--- config.mk ---
export PLATFORM = sky130hd
export DESIGN_NAME = s_mem_arbiter_flat
export DESIGN_NICKNAME = d
export VERILOG_FILES = /design/src/rtl/s_mem_arbiter_pkg.sv /design/src/rtl/s_mem_arbiter_if.sv /design/src/rtl/s_mem_pick.sv /design/src/rtl/s_mem_arbiter.sv /design/src/flat_wrapper.sv
export SDC_FILE = /design/constraint.sdc
export NUM_CORES = 1
export LEC_CHECK = 0
export BUFFER_PORTS_ARGS = -buffer_cell sky130_fd_sc_hd__clkbuf_2
export CORE_MARGIN = 4
export CORE_UTILIZATION = 33
export CTS_CLUSTER_DIAMETER = 50
export DETAILED_ROUTE_END_ITERATION = 10
export PLACE_DENSITY = 0.87
export SYNTH_ARGS = -nofsm -noshare
export SYNTH_HDL_FRONTEND = slang
export SYNTH_SLANG_ARGS = --single-unit
--- constraint.sdc ---
create_clock -name clk -period 1.1 [get_ports clk]
set_input_delay 0.11 -clock clk [delete_from_list [all_inputs] [get_ports clk]]
set_output_delay 0.11 -clock clk [all_outputs]
set_load 0.005 [all_outputs]
--- src/rtl/s_mem_arbiter_pkg.sv ---
// rtl/s_mem_arbiter_pkg.sv - shared constants, state type and index helpers for the S-memory arbiter
package rc4_mem_pkg;

  localparam int N_REQ = 3;
  localparam int AW    = 8;
  localparam int DW    = 8;
  localparam int IW    = (N_REQ > 1) ? $clog2(N_REQ) : 1;

  localparam int REQ_INIT = 0;
  localparam int REQ_KSA  = 1;
  localparam int REQ_PRGA = 2;

  typedef enum logic [1:0] {
    IDLE,
    OWN,
    DRAIN
  } arb_state_t;

  // Index of the set bit in a one-hot vector (0 when empty).
  function automatic logic [IW-1:0] onehot_to_idx(input logic [N_REQ-1:0] oh);
    logic [IW-1:0] idx;
    idx = '0;
    for (int k = 0; k < N_REQ; k++) begin
      if (oh[k]) idx = IW'(k);
    end
    return idx;
  endfunction

  // Successor index, wrapping from the last requester back to 0.
  function automatic logic [IW-1:0] next_idx(input logic [IW-1:0] idx);
    return (idx == IW'(N_REQ - 1)) ? '0 : idx + 1'b1;
  endfunction

endpackage

--- src/rtl/s_mem_arbiter_if.sv ---
// rtl/s_mem_arbiter_if.sv - requester-side bundle between the RC4 phase FSMs and the arbiter
interface s_mem_arbiter_if;
  import rc4_mem_pkg::*;

  logic [N_REQ-1:0]    req;
  logic [N_REQ*AW-1:0] addr;
  logic [N_REQ*DW-1:0] wdata;
  logic [N_REQ-1:0]    wren;
  logic [N_REQ-1:0]    gnt;
  logic [DW-1:0]       rdata;
  logic [N_REQ-1:0]    rvalid;

  // Phase FSM side: raises requests and drives accesses, receives grant and read data.
  modport master (
    output req, addr, wdata, wren,
    input  gnt, rdata, rvalid
  );

  // Arbiter side.
  modport slave (
    input  req, addr, wdata, wren,
    output gnt, rdata, rvalid
  );

endinterface

--- src/rtl/s_mem_pick.sv ---
// rtl/s_mem_pick.sv - combinational rotating-priority picker over the request vector
module s_mem_pick
  import rc4_mem_pkg::*;
(
  input  logic [N_REQ-1:0] req,
  input  logic [IW-1:0]    start,
  output logic [N_REQ-1:0] winner,
  output logic             valid
);

  // Scan from the start pointer upward, wrapping, and take the first request seen.
  always_comb begin
    int idx;
    winner = '0;
    valid  = 1'b0;
    idx    = 0;
    for (int k = 0; k < N_REQ; k++) begin
      idx = int'(start) + k;
      if (idx >= N_REQ) idx = idx - N_REQ;
      if (!valid && req[idx]) begin
        winner[idx] = 1'b1;
        valid       = 1'b1;
      end
    end
  end

endmodule

--- src/rtl/s_mem_arbiter.sv ---
// rtl/s_mem_arbiter.sv - locked-grant arbiter sharing the single-port S-memory between RC4 phases
module s_mem_arbiter
  import rc4_mem_pkg::*;
#(
  parameter int ROUND_ROBIN = 0
) (
  input  logic                 clk,
  input  logic                 reset,
  s_mem_arbiter_if.slave       bus,
  output logic [AW-1:0]        mem_addr,
  output logic [DW-1:0]        mem_wdata,
  output logic                 mem_wren,
  input  logic [DW-1:0]        mem_q,
  output logic                 busy,
  output logic                 viol
);

  arb_state_t       state_q, state_d;
  logic [N_REQ-1:0] gnt_q, gnt_d;
  logic [IW-1:0]    owner_q, owner_d;
  logic [IW-1:0]    rr_ptr_q, rr_ptr_d;
  logic [N_REQ-1:0] rvalid_q, rvalid_d;
  logic             viol_q, viol_d;

  logic [IW-1:0]    pick_start;
  logic [N_REQ-1:0] pick_winner;
  logic             pick_valid;

  logic             owner_req;
  logic             access;
  logic             rd_issue;

  // Fixed priority is the rotating picker pinned to start at index 0.
  assign pick_start = (ROUND_ROBIN != 0) ? rr_ptr_q : '0;

  s_mem_pick u_pick (
    .req    (bus.req),
    .start  (pick_start),
    .winner (pick_winner),
    .valid  (pick_valid)
  );

  assign owner_req = bus.req[owner_q];
  assign access    = (state_q == OWN) && owner_req;
  assign rd_issue  = access && !bus.wren[owner_q];

  // Next-state, grant bookkeeping and per-cycle RAM port mux.
  always_comb begin
    state_d   = state_q;
    gnt_d     = gnt_q;
    owner_d   = owner_q;
    rr_ptr_d  = rr_ptr_q;
    mem_addr  = '0;
    mem_wdata = '0;
    mem_wren  = 1'b0;

    case (state_q)
      IDLE: begin
        if (pick_valid) begin
          state_d = OWN;
          gnt_d   = pick_winner;
          owner_d = onehot_to_idx(pick_winner);
        end
      end
      OWN: begin
        if (owner_req) begin
          mem_addr  = bus.addr[owner_q*AW +: AW];
          mem_wdata = bus.wdata[owner_q*DW +: DW];
          // A write must never land while reset is asserted.
          mem_wren  = bus.wren[owner_q] && !reset;
        end else begin
          state_d = DRAIN;
          gnt_d   = '0;
          if (ROUND_ROBIN != 0) rr_ptr_d = next_idx(owner_q);
        end
      end
      DRAIN: begin
        state_d = IDLE;
      end
      default: begin
        state_d = IDLE;
        gnt_d   = '0;
      end
    endcase

    // Reads answer one cycle later, on the owner's lane only.
    rvalid_d = rd_issue ? gnt_q : '0;
    // Any write attempt from a lane that does not hold the grant is latched.
    viol_d   = viol_q | (|(bus.wren & ~gnt_q));
  end

  // State, grant, pointer, read-valid and violation registers.
  always_ff @(posedge clk) begin
    if (reset) begin
      state_q  <= IDLE;
      gnt_q    <= '0;
      owner_q  <= '0;
      rr_ptr_q <= '0;
      rvalid_q <= '0;
      viol_q   <= 1'b0;
    end else begin
      state_q  <= state_d;
      gnt_q    <= gnt_d;
      owner_q  <= owner_d;
      rr_ptr_q <= rr_ptr_d;
      rvalid_q <= rvalid_d;
      viol_q   <= viol_d;
    end
  end

  assign bus.gnt    = gnt_q;
  assign bus.rvalid = rvalid_q;
  assign bus.rdata  = mem_q;
  assign busy       = (state_q != IDLE);
  assign viol       = viol_q;

endmodule

--- src/flat_wrapper.sv ---
// flat-port wrapper written by rule: the top's interface ports become plain ports
module s_mem_arbiter_flat import rc4_mem_pkg::*;
#(
  parameter int ROUND_ROBIN = 0
)
  (clk, reset, mem_addr, mem_wdata, mem_wren, mem_q, busy, viol, bus_req, bus_addr, bus_wdata, bus_wren, bus_gnt, bus_rdata, bus_rvalid);
  s_mem_arbiter_if bus_i ();
  input  logic clk;
  input  logic reset;
  output logic [AW-1:0] mem_addr;
  output logic [DW-1:0] mem_wdata;
  output logic mem_wren;
  input  logic [DW-1:0] mem_q;
  output logic busy;
  output logic viol;
  input wire logic [$bits(bus_i.req)-1:0] bus_req;
  input wire logic [$bits(bus_i.addr)-1:0] bus_addr;
  input wire logic [$bits(bus_i.wdata)-1:0] bus_wdata;
  input wire logic [$bits(bus_i.wren)-1:0] bus_wren;
  output wire logic [$bits(bus_i.gnt)-1:0] bus_gnt;
  output wire logic [$bits(bus_i.rdata)-1:0] bus_rdata;
  output wire logic [$bits(bus_i.rvalid)-1:0] bus_rvalid;
  assign bus_i.req = bus_req;
  assign bus_i.addr = bus_addr;
  assign bus_i.wdata = bus_wdata;
  assign bus_i.wren = bus_wren;
  assign bus_gnt = bus_i.gnt;
  assign bus_rdata = bus_i.rdata;
  assign bus_rvalid = bus_i.rvalid;
  s_mem_arbiter #(.ROUND_ROBIN(ROUND_ROBIN)) u_core (.clk(clk), .reset(reset), .bus(bus_i), .mem_addr(mem_addr), .mem_wdata(mem_wdata), .mem_wren(mem_wren), .mem_q(mem_q), .busy(busy), .viol(viol));
endmodule
==> impl_metrics.yaml, run 1 <==
status:
  outcome: "finished with violations"
  violations: "negative setup slack"
global_routing:
  grt_pass1_vias: 1244
  antenna_found_initial: 0
  grt_usage_pct: 16.23
  grt_pass1_wl_um: 5485
  grt_start_max_net_pins: 12
  grt-ovfl-total: 0
synthesis:
  syn_area_um2: 1027
  syn_nets: 190
  synth_edf_count: 0
  yosysTopAreaCellShare_pct: 21.44
  yosysSeqAreaShare_pct: 21.44
  syn_avg_cell_area_um2: 8.153
  async_flop_share_pct: 0
  synth.largest_area_cell: "dfxtp_1"
  synth_cells: 126
  synthFlopType: "dfxtp_1"
  ys_ff_latch: 11
  yosysWarnings: 0
  synth_area_leaders: "dfxtp_1 (21%), mux2i_1 (18%), a2bb2oi_1 (14%)"
  yosysUniqueCellTypes: 27
critical_path:
  crit_path_start_kind: "register"
  cp.arrival_ns: 1.54
  critPathRequiredTime_ns: 0.99
  cp_slowest_stage_delay_ns: 0.37
  ff2ff_setup_slack_ns: -0.31
  crit_slowest_cell: "dfxtp_4"
  path_class: "reg -> out"
  critPathMaxFanout: 6
  end_kind: "primary output"
  crit_chain: "mux2i_2, o21a_2, buf_4, nor3_2, clkbuf_2"
clock_tree:
  cts_root_buf: "clkbuf_4"
  cts-buffers-inserted: 3
  htree_levels: 1
  cts_sinks: 11
  clk_path_buf_depth: 2
  path_clk_slew_ns: 0.07
  cts_tree: "yes"
  worstSkewPairLatency_ns: 0.26
power_and_ir_drop:
  power_switching_uw: 539.3
  design_power_total_mw: 1.517
  power.share.clock_pct: 17.4
  intPower_uw: 977.5
  seqPwrFrac_pct: 30.0
  peakVddDrop_mv: 0.3365
  p_leak_nw: 0.8181
  powerDensity_nw_per_um2: 870.9
  comb_power_share_pct: 52.6
  sw_frac_of_total_pct: 35.56
timing:
  rsz0062_at_grt: "true"
  skew_ns: 0.003498
  max_freq_ghz: 0.6058
  tightest_slew_ns: 0.3608
  period_needed_ns: 1.651
  setup_tns_ns: -9.900
  fin_ws_ns: -0.5507
  finalHoldViolations: 0
  period_share_pct: 150.1
  drv_slew: 0
  setup_violations: 26
  relSlewSlack_pct: 75.73
drt:
  vias: 1278
  drc: 0
  ant_nets: 0
  routedWlPerCell_um: 14.63
  drt_iter0_drc: 59
  via_per_inst: 5.216
  wl_um: 3584
  drt-pass1-iter-count: 4
layout:
  syn_to_final_growth_pct: 69.55
  layout.cells.most_common_list: "clkbuf_2 (70), buf_4 (20), mux2i_1 (17)"
  multi_input_area_um2: 848.3
  drive_gt1_share_pct: 66.82
  fin_nets: 279
  nFillCells: 224
  stdcell_area_um2: 1742
  final_common_cell: "clkbuf_2"
  seqCellArea_um2: 232.7
  antennaDiodeCount: 0
place:
  io_buffers: 80
  dp_hpwl_um: 2824
  dpl_cell_area_um2: 1572
  gp_congestion: 0.7663
floorplan:
  rows: 19
  die_w_um: 63.79
  die_y_um: 63.79
  ioPinCount: 97
  fp.coreArea_um2: 2853
  dieArea_um2: 4069
  start_util_pct: 36.01
flow_run:
  max_cap_violations: 0
worst_hold_path:
  hold_path.class: "in -> reg"
## power groups by stage
stage / combinational, mW / sequential [mW] / clock, mW
floorplan: 0.454 / 0.457 / 0
detailed placement: 0.690 / 0.460 / 0
global placement: 0.679 / 0.459 / 0
finish: 0.798 / 0.454 / 0.264
CTS: 0.737 / 0.455 / 0.272
global route: 0.859 / 0.459 / 0.303
## through the flow
| step | hold WS (ns) | cells | setup WS, ns | util [%] |
|---|---|---|---|---|
| floorplan | 0.2193 | 126 | -0.07127 | - |
| global placement | 0.2200 | 239 | -0.1853 | 55.09 |
| detailed placement | 0.2200 | 239 | -0.2581 | 55.09 |
| CTS | 0.1385 | 244 | -0.4918 | 58.11 |
| global route | 0.1511 | 245 | -0.5985 | 61.05 |
| finish | 0.1426 | 245 | -0.5507 | 61.05 |
## path summary, 6_finish.rpt
| kind | start | end | cells after the start |
|---|---|---|---|
| setup / recovery | u_core.owner_q[0] | mem_addr[4] | 5 |
| hold / removal | bus_wren[0] | u_core.viol | 3 |
| setup reg to reg | u_core.owner_q[0] | u_core.bus.rvalid[1] | 5 |
| hold reg to reg | u_core.bus.gnt[1] | u_core.bus.rvalid[1] | 2 |
## state kept, by name, indices dropped and copies added (netlist names)
| register | cells |
|---|---|
| u_core.bus.gnt | 3 |
| u_core.bus.rvalid | 3 |
| u_core.owner_q | 2 |
| u_core.state_q | 2 |
| u_core.viol | 1 |
## logic make-up (layout without fill, tap and decap cells)
family / after synthesis / count (layout) / synth area share, %
AOI/OAI and AO/OA: 29 / 29 / 23.26
DFF: 11 / 11 / 21.44
muxes: 18 / 18 / 17.54
buffers and inverters: 22 / 110 / 13.52
and+or+nand+nor: 46 / 46 / 24.24
## routing by layer
layer	track usage [%]	share of wire [%]	wire, um
met3	4.729	8.4	300
met4	3.774	1.6	56
met1	17.25	39	1385
met5	0	0	0
met2	31.10	51	1841
## cells in the mapped netlist, types with 2 or more instances
cell,n
clkbuf_1,2
nand2b_1,4
nor2_1,6
buf_6,2
o31ai_1,2
nor4_1,4
a2bb2oi_1,16
buf_2,6
inv_1,3
buf_4,9
nor2b_1,4
mux2i_1,18
nor3_1,19
nand3b_1,2
dfxtp_1,11
a21oi_1,5
nand2_1,3
## cell type report
cell class	instances	share of cell area, %
inverters	3	0.6466
flip-flops and latches	11	13.36
repair buffers	103	33.55
clock buffers	4	1.509
well taps	31	2.227
multi-input cells	93	48.71
## critical path, delay by kind of cell (launching register included)
kind | cells | cell delay [ns]
flip-flops | 1 | 0.37
AND/OR/NAND/NOR | 1 | 0.18
AO/OA/AOI/OAI | 1 | 0.25
buffers and inverters | 2 | 0.32
multiplexers | 1 | 0.16
## repair_timing
action,in CTS,in global routing
gates cloned,0,1
resized for setup,13,28
setup buffers,1,0
endpoints found under the setup margin,26,26
pin swaps,1,6
hold buffers,0,0
(Power assumes the default switching activity.)
==> inputs of run 2 (changes only) <==
Settings changed: CORE_UTILIZATION 33 to 26, PLACE_DENSITY 0.87 to 0.74.
==> run 2 against run 1 <==
Effect of this change:
- the flow still finishes with violations (negative setup slack)
- non-clock buffer count increased by 4
- sequential cell count unchanged
- via count up 2.1%
- clock skew about the same
- sequential share of layout area shrank 0.98 points
- critical path depth stayed put
- hold slack improved by 0.033 ns
- wire length increased by 7.8%
- die area is 23% higher
- utilization down 11 points
- first-iteration DRC count is 75% lower
- critical endpoint is now mem_wren
- largest cell class unchanged
==> impl_metrics.yaml, run 2 (same netlist as run 1, synthesis figures left out) <==
timing:
  finalHoldViolations: 0
  fin_ws_ns: -0.4573
  max_freq_ghz: 0.6421
  period_share_pct: 141.6
  skew_ns: 0.003608
  rsz0062_at_grt: "true"
  setup_violations: 26
  relSlewSlack_pct: 64.80
  period_needed_ns: 1.557
  drv_slew: 0
  tightest_slew_ns: 0.5231
power_and_ir_drop:
  power_switching_uw: 599.1
  power.share.clock_pct: 23.8
  sw_frac_of_total_pct: 34.66
  p_leak_nw: 0.8446
  design_power_total_mw: 1.728
  seqPwrFrac_pct: 26.4
  comb_power_share_pct: 49.8
  intPower_mw: 1.129
  powerDensity_nw_per_um2: 919.7
  peakVddDrop_mv: 0.3351
clock_tree:
  cts_root_buf: "clkbuf_8"
  htree_levels: 1
  ctsHoldBuffers: 0
  clk_path_buf_depth: 2
  path_clk_slew_ns: 0.05
  worstSkewPairLatency_ns: 0.24
  cts_sinks: 11
  cts_tree: "yes"
  cts-buffers-inserted: 3
drt:
  drt_iter0_drc: 15
  drc: 0
  routedWlPerCell_um: 14.53
  wl_um: 3865
  drt-pass1-iter-count: 4
  ant_nets: 0
  via_per_inst: 4.906
  vias: 1305
critical_path:
  cp_slowest_stage_delay_ns: 0.39
  rr_worst_depth: 5
  crit_chain: "buf_6, mux2i_2, o21ai_2, nor3b_2, buf_2"
  crit_path_start_kind: "register"
  path_class: "reg -> out"
  end_kind: "primary output"
  critPathMaxFanout: 8
  critPathRequiredTime_ns: 0.99
  crit_slowest_cell: "dfxtp_4"
  cp.arrival_ns: 1.45
layout:
  stdcell_area_um2: 1879
  nFillCells: 369
  final_common_cell: "clkbuf_2"
  layout.cells.most_common_list: "clkbuf_2 (79), buf_4 (19), mux2i_1 (16)"
  post-route-util_pct: 50.20
  fin_nets: 283
  antennaDiodeCount: 0
  drive_gt1_share_pct: 69.72
  syn_to_final_growth_pct: 82.95
floorplan:
  dieArea_um2: 5020
  die_y_um: 70.86
  start_util_pct: 27.44
  fp.coreArea_um2: 3744
  die_w_um: 70.86
  ioPinCount: 97
  rows: 22
flow_run:
  max_cap_violations: 0
global_routing:
  grt_pass1_wl_um: 5961
  grt-ovfl-total: 0
  grt_usage_pct: 14.43
  antenna_found_initial: 0
  grt_start_max_net_pins: 11
  grt_pass1_vias: 1337
worst_hold_path:
  hold_path.class: "in -> reg"
  worstHoldPathCells: 2
place:
  dpl_cell_area_um2: 1615
  gp_congestion: 0.7268
  place_ws_ns: -0.2466
  dp_hpwl_um: 2850
  io_buffers: 80
status:
  outcome: "finished with violations"
  violations: "negative setup slack"
-- run 2: final cells by class --
cell class / count / area (um2) / area share (%)
inverter: 3 / 11.26 / 0.5992
tap: 48 / 60.06 / 3.196
sequential: 11 / 232.7 / 12.38
timing repair buffer: 107 / 633.1 / 33.69
clock buffer: 4 / 45.04 / 2.397
multi-input combinational: 93 / 897.1 / 47.74
-- run 2: power by group through the flow --
stage | Combinational, mW | Clock [mW] | Sequential (mW)
floorplan | 0.454 | 0 | 0.457
global placement | 0.702 | 0 | 0.458
detailed placement | 0.715 | 0 | 0.459
CTS | 0.831 | 0.413 | 0.454
global route | 0.930 | 0.450 | 0.459
finish | 0.861 | 0.411 | 0.457
-- run 2: per-stage QoR --
stage          std cells  hold slack (ns)  TNS (ns)
2_1_floorplan        126           0.2193    -1.072
3_3_place_gp         259           0.2201    -4.168
3_5_place_dp         259           0.2201    -5.002
4_1_cts              266           0.1732    -8.873
5_1_grt              266           0.1801    -10.81
6_report             266           0.1751    -8.816
-- run 2: critical path, delay by kind of cell (launching register included) --
family | cells | cell delay (ns)
and+or+nand+nor | 1 | 0.16
AOI/OAI and AO/OA | 1 | 0.11
DFF | 1 | 0.39
muxes | 1 | 0.27
buffers and inverters | 2 | 0.29
-- run 2: metal layers --
layer | wire (um) | vias up | GRT usage [%]
met5 | 0 | - | 0
met3 | 274 | 4 | 3.125
li1 | - | 652 | -
met1 | 1502 | 604 | 15.38
met2 | 2054 | 45 | 27.29
met4 | 34 | 0 | 5.637
-- run 2: worst paths after layout --
kind | from | to | slack [ns]
worst max register to register | u_core.owner_q[0] | u_core.state_q[0] | -0.32
worst min register to register | u_core.viol | u_core.viol | 0.51
worst max-delay path | u_core.owner_q[0] | mem_wren | -0.46
worst min-delay path | reset | u_core.state_q[0] | 0.18
-- run 2: timing repair --
| action | in CTS | in global routing |
|---|---|---|
| buffers inserted | 2 | 0 |
| gates cloned | 1 | 0 |
| pin swaps | 20 | 2 |
| endpoints found under the setup margin | 26 | 26 |
| resized for setup | 32 | 11 |
